File: src/rtl/mvb_rx_frame_buffer.sv
// Single-frame receive buffer behind the MVB decoder: captures one frame of up to
// 32 words with its error status, holds it for readout and drops frames arriving meanwhile.
module mvb_rx_frame_buffer (
  input  logic        clk_24M,
  input  logic        rst,
  input  logic        word_valid,
  input  logic [15:0] word_data,
  input  logic        frame_over,
  input  logic [6:0]  frame_length,
  input  logic        err_length,
  input  logic        err_signal,
  input  logic        err_delimiter,
  input  logic        err_quality,
  input  logic        err_crc,
  input  logic        rd_en,
  output logic        frame_ready,
  output logic [5:0]  frame_words,
  output logic [7:0]  frame_status,
  output logic        rd_valid,
  output logic [15:0] rd_data,
  output logic        rd_last,
  output logic [7:0]  drop_cnt,
  output logic [15:0] led_word
);

  typedef enum logic [1:0] {IDLE, RECV, HOLD, SKIP} state_t;

  state_t      r_state, w_state_nxt;
  logic [15:0] r_mem [0:31];
  logic [5:0]  r_wptr, r_rptr;
  logic [4:0]  r_err;
  logic        r_ovf, r_in_frame;
  logic [15:0] r_word0;
  logic [5:0]  r_frame_words;
  logic [7:0]  r_frame_status;
  logic        r_rd_valid, r_rd_last;
  logic [15:0] r_rd_data;
  logic [7:0]  r_drop_cnt;
  logic [15:0] r_led_word;

  logic        w_idle, w_recv, w_hold, w_skip;
  logic [4:0]  w_err_in, w_err_nxt;
  logic        w_store, w_ovf_nxt, w_hold_enter, w_rd, w_rd_done;
  logic        w_in_frame_nxt, w_drop_inc, w_len_err;
  logic [4:0]  w_waddr;
  logic [5:0]  w_wptr_nxt;
  logic [6:0]  w_status_lo;

  assign w_idle   = (r_state == IDLE);
  assign w_recv   = (r_state == RECV);
  assign w_hold   = (r_state == HOLD);
  assign w_skip   = (r_state == SKIP);
  assign w_err_in = {err_crc, err_quality, err_delimiter, err_signal, err_length};

  // A full store (wptr=32) turns further words into the overflow flag.
  assign w_store      = word_valid & (w_idle | (w_recv & ~r_wptr[5]));
  assign w_waddr      = w_idle ? 5'd0 : r_wptr[4:0];
  assign w_wptr_nxt   = (w_recv & w_store) ? r_wptr + 6'd1 : r_wptr;
  assign w_err_nxt    = r_err | w_err_in;
  assign w_ovf_nxt    = r_ovf | (w_recv & word_valid & r_wptr[5]);
  assign w_hold_enter = w_recv & frame_over;

  // Status is built from the post-update values so the frame_over cycle counts.
  assign w_len_err   = ({1'b0, w_wptr_nxt} != frame_length);
  assign w_status_lo = {w_ovf_nxt, w_err_nxt, w_len_err};

  assign w_rd      = w_hold & rd_en;
  assign w_rd_done = w_rd & (r_rptr == r_frame_words - 6'd1);

  assign w_in_frame_nxt = frame_over ? 1'b0 : (word_valid | r_in_frame);
  assign w_drop_inc     = (w_hold | w_skip) & frame_over;

  always_comb begin
    w_state_nxt = r_state;
    case (r_state)
      IDLE:    if (word_valid) w_state_nxt = RECV;
      RECV:    if (frame_over) w_state_nxt = HOLD;
      HOLD:    if (w_rd_done)  w_state_nxt = w_in_frame_nxt ? SKIP : IDLE;
      SKIP:    if (frame_over) w_state_nxt = IDLE;
      default: w_state_nxt = IDLE;
    endcase
  end

  always_ff @(posedge clk_24M) begin
    if (w_store) r_mem[w_waddr] <= word_data;
  end

  always_ff @(posedge clk_24M) begin
    if (!rst) begin
      r_state        <= IDLE;
      r_wptr         <= '0;
      r_rptr         <= '0;
      r_err          <= '0;
      r_ovf          <= 1'b0;
      r_in_frame     <= 1'b0;
      r_word0        <= '0;
      r_frame_words  <= '0;
      r_frame_status <= '0;
      r_rd_valid     <= 1'b0;
      r_rd_last      <= 1'b0;
      r_rd_data      <= '0;
      r_drop_cnt     <= '0;
      r_led_word     <= '0;
    end else begin
      r_state    <= w_state_nxt;
      r_rd_valid <= w_rd;
      r_rd_last  <= w_rd_done;
      r_in_frame <= (w_hold & ~w_rd_done) ? w_in_frame_nxt : 1'b0;
      if (w_idle & word_valid) begin
        r_wptr  <= 6'd1;
        r_err   <= '0;
        r_ovf   <= 1'b0;
        r_word0 <= word_data;
      end else if (w_recv) begin
        r_wptr <= w_wptr_nxt;
        r_err  <= w_err_nxt;
        r_ovf  <= w_ovf_nxt;
      end
      if (w_hold_enter) begin
        r_frame_words  <= w_wptr_nxt;
        r_frame_status <= {~|w_status_lo, w_status_lo};
        if (~|w_status_lo) r_led_word <= r_word0;
      end
      if (w_rd) begin
        r_rd_data <= r_mem[r_rptr[4:0]];
        r_rptr    <= w_rd_done ? 6'd0 : r_rptr + 6'd1;
      end
      if (w_drop_inc && r_drop_cnt != 8'hFF) r_drop_cnt <= r_drop_cnt + 8'd1;
    end
  end

  assign frame_ready  = w_hold;
  assign frame_words  = r_frame_words;
  assign frame_status = r_frame_status;
  assign rd_valid     = r_rd_valid;
  assign rd_data      = r_rd_data;
  assign rd_last      = r_rd_last;
  assign drop_cnt     = r_drop_cnt;
  assign led_word     = r_led_word;

endmodule
File: config.mk
export PLATFORM = sky130hd
export DESIGN_NAME = mvb_rx_frame_buffer
export DESIGN_NICKNAME = d
export VERILOG_FILES = /design/src/rtl/mvb_rx_frame_buffer.sv
export SDC_FILE = /design/constraint.sdc
export NUM_CORES = 1
export LEC_CHECK = 0
export CORE_MARGIN = 4
export CORE_UTILIZATION = 28
export CTS_BUF_LIST = sky130_fd_sc_hd__clkbuf_2 sky130_fd_sc_hd__clkbuf_4 sky130_fd_sc_hd__clkbuf_8
export CTS_CLUSTER_SIZE = 28
export DETAILED_ROUTE_END_ITERATION = 6
export GPL_TIMING_DRIVEN = 0
export PLACE_DENSITY = 0.46
export SLEW_MARGIN = 40
export SYNTH_ARGS = -nofsm -noshare
export SYNTH_HDL_FRONTEND = slang
export SYNTH_SLANG_ARGS = --single-unit
File: constraint.sdc
create_clock -name clk_24M -period 2.6 [get_ports clk_24M]
set_input_delay 0.26 -clock clk_24M [delete_from_list [all_inputs] [get_ports clk_24M]]
set_output_delay 0.26 -clock clk_24M [all_outputs]
set_load 0.02 [all_outputs]
==> metrics.yaml <==
grt:
  grt_max_degree: 34
  first_global_vias: 13310
  track_usage: 0.1398
  grt_antenna_before_repair: 2
  grt_pass1_wl_um: 91340
  overflow: 0
power_and_ir_drop:
  vdd_drop_max_v: 0.0003359
  power.leakage_nw: 8.919
  power.total_mw: 19.79
  power.density_nw_per_um2: 683.6
setup_path:
  cp_max_fo: 10
  worst_ep_required_time_ns: 3.15
  path_class: "reg -> reg"
  end_kind: "flop"
  crit_path_start_kind: "flop"
  arrival_ns: 3.05
logic_synthesis:
  ys_types: 51
  ys.flop_type: "edfxtp_1"
  synth_area_leaders: "edfxtp_1 65%, mux4_2 14%, dfxtp_1 7.9%, mux2_2 1.3%, nor2_1 1.3%"
  syn-instance-count: 1265
  synth_top_area_share: 0.6537
  synth_edf_count: 512
  ys_seq_area_frac: 0.7328
  yosysTopAreaCell: "edfxtp_1"
  netlist_area_um2: 23520
  async_reset_ff_frac: 0
  synth_seq_cells: 605
  syn_avg_cell_area_um2: 18.59
  syn-num-nets: 1302
  yosysWarningCount: 0
layout:
  nets: 1546
  stdcell_count: 2676
  drive_above_1_share: 0.3204
  final_common_cell: "edfxtp_1"
  syn2layout_area_growth_pct: 23.08
  mostFrequentLayoutCells: "512 x edfxtp_1, 144 x mux4_2, 108 x clkbuf_8"
  fin_util: 0.3470
timing:
  finalSetupViolCount: 0
  drv_slew: 0
  final-hold-violation-count: 0
  relSlewSlack: 0.4869
  post-route-period-util: 0.9632
  finClkSkew_ns: 0.02910
  fin_crit_ns: 2.504
  worst_slew_pin_slew_ns: 0.7697
  max_freq_ghz: 0.3993
hold_path:
  hold_class: "in -> reg"
detailed_routing:
  final_antenna_net_count: 0
  drtIter0Drc: 742
  wire_per_inst_um: 23.35
  drt-vias-per-instance: 4.769
  via_count: 12760
  drt_wl_total_um: 62470
  firstDrtPassIters: 5
  drc: 0
cts:
  clk_pin_slew_ns: 0.06
  cts.sinks: 605
  clockRootBuffer: "clkbuf_8"
  clkLatencyLatePin_ns: 0.69
  numCtsBuffers: 105
  cts_tree: "yes"
  cts_max_level: 3
  clockBufferDepth: 3
place:
  place_inst: 2470
  place.gp.congestion: 0.7778
  port_buffers: 88
  dp_hpwl_um: 42330
die:
  coreArea_um2: 83420
  rows: 106
  die_x_um: 297.8
  io-pin-count: 90
  die_y_um: 297.8
  start_util: 0.2819
  dieArea_um2: 88700
outcome:
  status: "completed"
run:
  maxCapViolCount: 0
critical path, stage by stage (launching register included):
cell and delay (ns):
dfxtp_1 0.34, buf_6 0.16, and3b_4 0.24, a31oi_4 0.25
xnor2_1 0.16, or4_1 0.55, buf_2 0.20, buf_6 0.17
o31ai_2 0.21, a21oi_1 0.10
final timing paths:
kind                            startpoint                   endpoint  slack, ns  cells after the start
hold reg to reg   rd_data[10]$_SDFFE_PN0P_   rd_data[10]$_SDFFE_PN0P_       0.45                      2
setup reg to reg   r_state[1]$_SDFFE_PN0P_  led_word[10]$_SDFFE_PN0P_        0.1                      9
hold / removal               word_data[10]   r_word0[10]$_SDFFE_PN0P_       0.09                      3
setup / recovery   r_state[1]$_SDFFE_PN0P_  led_word[10]$_SDFFE_PN0P_        0.1                      9
power breakdown:
part           switching (mW)  internal (mW)
logic                   0.544          0.338
registers              0.0500           10.6
clock network            3.82           4.45
cell usage after synthesis, types with 2 or more instances:
master,n
nand4_1,22
mux2i_1,10
mux4_2,144
nand2_1,75
xor2_1,12
nor2_1,80
nor4_1,2
ha_1,4
dfxtp_1,93
o22ai_1,13
mux2_2,27
o311ai_0,2
nand3_1,11
a211oi_1,7
and4_1,2
a21oi_1,45
o2111ai_1,3
or4_1,2
a31oi_2,2
nand2b_1,3
and2_1,6
nor3_1,16
buf_2,28
o21ai_0,4
or3_1,4
clkbuf_1,33
buf_1,10
a31o_2,2
nor2b_1,21
o31ai_2,9
o31ai_1,21
xnor2_1,14
inv_1,8
nand3b_1,2
edfxtp_1,512
repair_timing:
| action | 4_1_cts | 5_1_grt |
|---|---|---|
| hold buffers | 4 | 0 |
| pin swaps | 0 | 3 |
| setup endpoints to repair | 31 | 57 |
| gates resized for setup | 40 | 25 |
| endpoints found under the hold margin | 27 | 0 |
| cloned | 0 | 0 |
| buffers inserted | 1 | 9 |
layout make-up:
cell class                 count  area (um2)
antenna                        1       2.502
buffer                        71       406.6
clock buffer                 143        1749
clock inverter                50       255.2
fill                        7860       54470
inverter                       8       30.03
multi-input combinational    579        6301
sequential                   605       17240
tap                         1080        1351
timing repair buffer         139        1609
cell families (layout without fill, tap and decap cells):
kind of cell / after synthesis / count (layout) / synth area share
AOI/OAI and AO/OA: 113 / 113 / 0.03330
DFF: 605 / 605 / 0.7328
xor gates and xnor gates: 27 / 27 / 0.01037
other: 0 / 1 / 0
muxes: 181 / 181 / 0.1551
adders and majority gates: 4 / 4 / 0.002128
buffers and inverters: 81 / 411 / 0.01490
and+or+nand+nor: 254 / 254 / 0.05139
registers in the layout (all words and copies together), names as in the netlist:
register      flops
r_err             5
drop_cnt          8
frame_status      8
frame_words       6
rd_last           1
r_mem           512
rd_data          16
r_state           2
r_in_frame        1
r_ovf             1
rd_valid          1
r_word0          16
r_wptr            6
led_word         16
r_rptr            6
layer usage:
| metal | routed length (um) | track usage |
|---|---|---|
| met5 | 9 | 0 |
| met4 | 1268 | 0.03744 |
| met3 | 2710 | 0.02798 |
| met2 | 30980 | 0.2335 |
| met1 | 27500 | 0.1870 |
through the flow:
stage / worst slack [ns] / hold slack [ns] / TNS (ns) / area (um2)
after global placement: -1.129 / 0.4472 / -286.89 / 25750
after floorplan: 0.2871 / 0.3589 / 0 / 23520
after global routing: -0.01202 / 0.09062 / -0.02524 / 28950
after CTS: 0.008540 / 0.01791 / 0 / 28800
final: 0.09577 / 0.08575 / 0 / 28950
after detailed placement: -1.149 / 0.4433 / -16.08 / 26630
(Power assumes the default switching activity.)
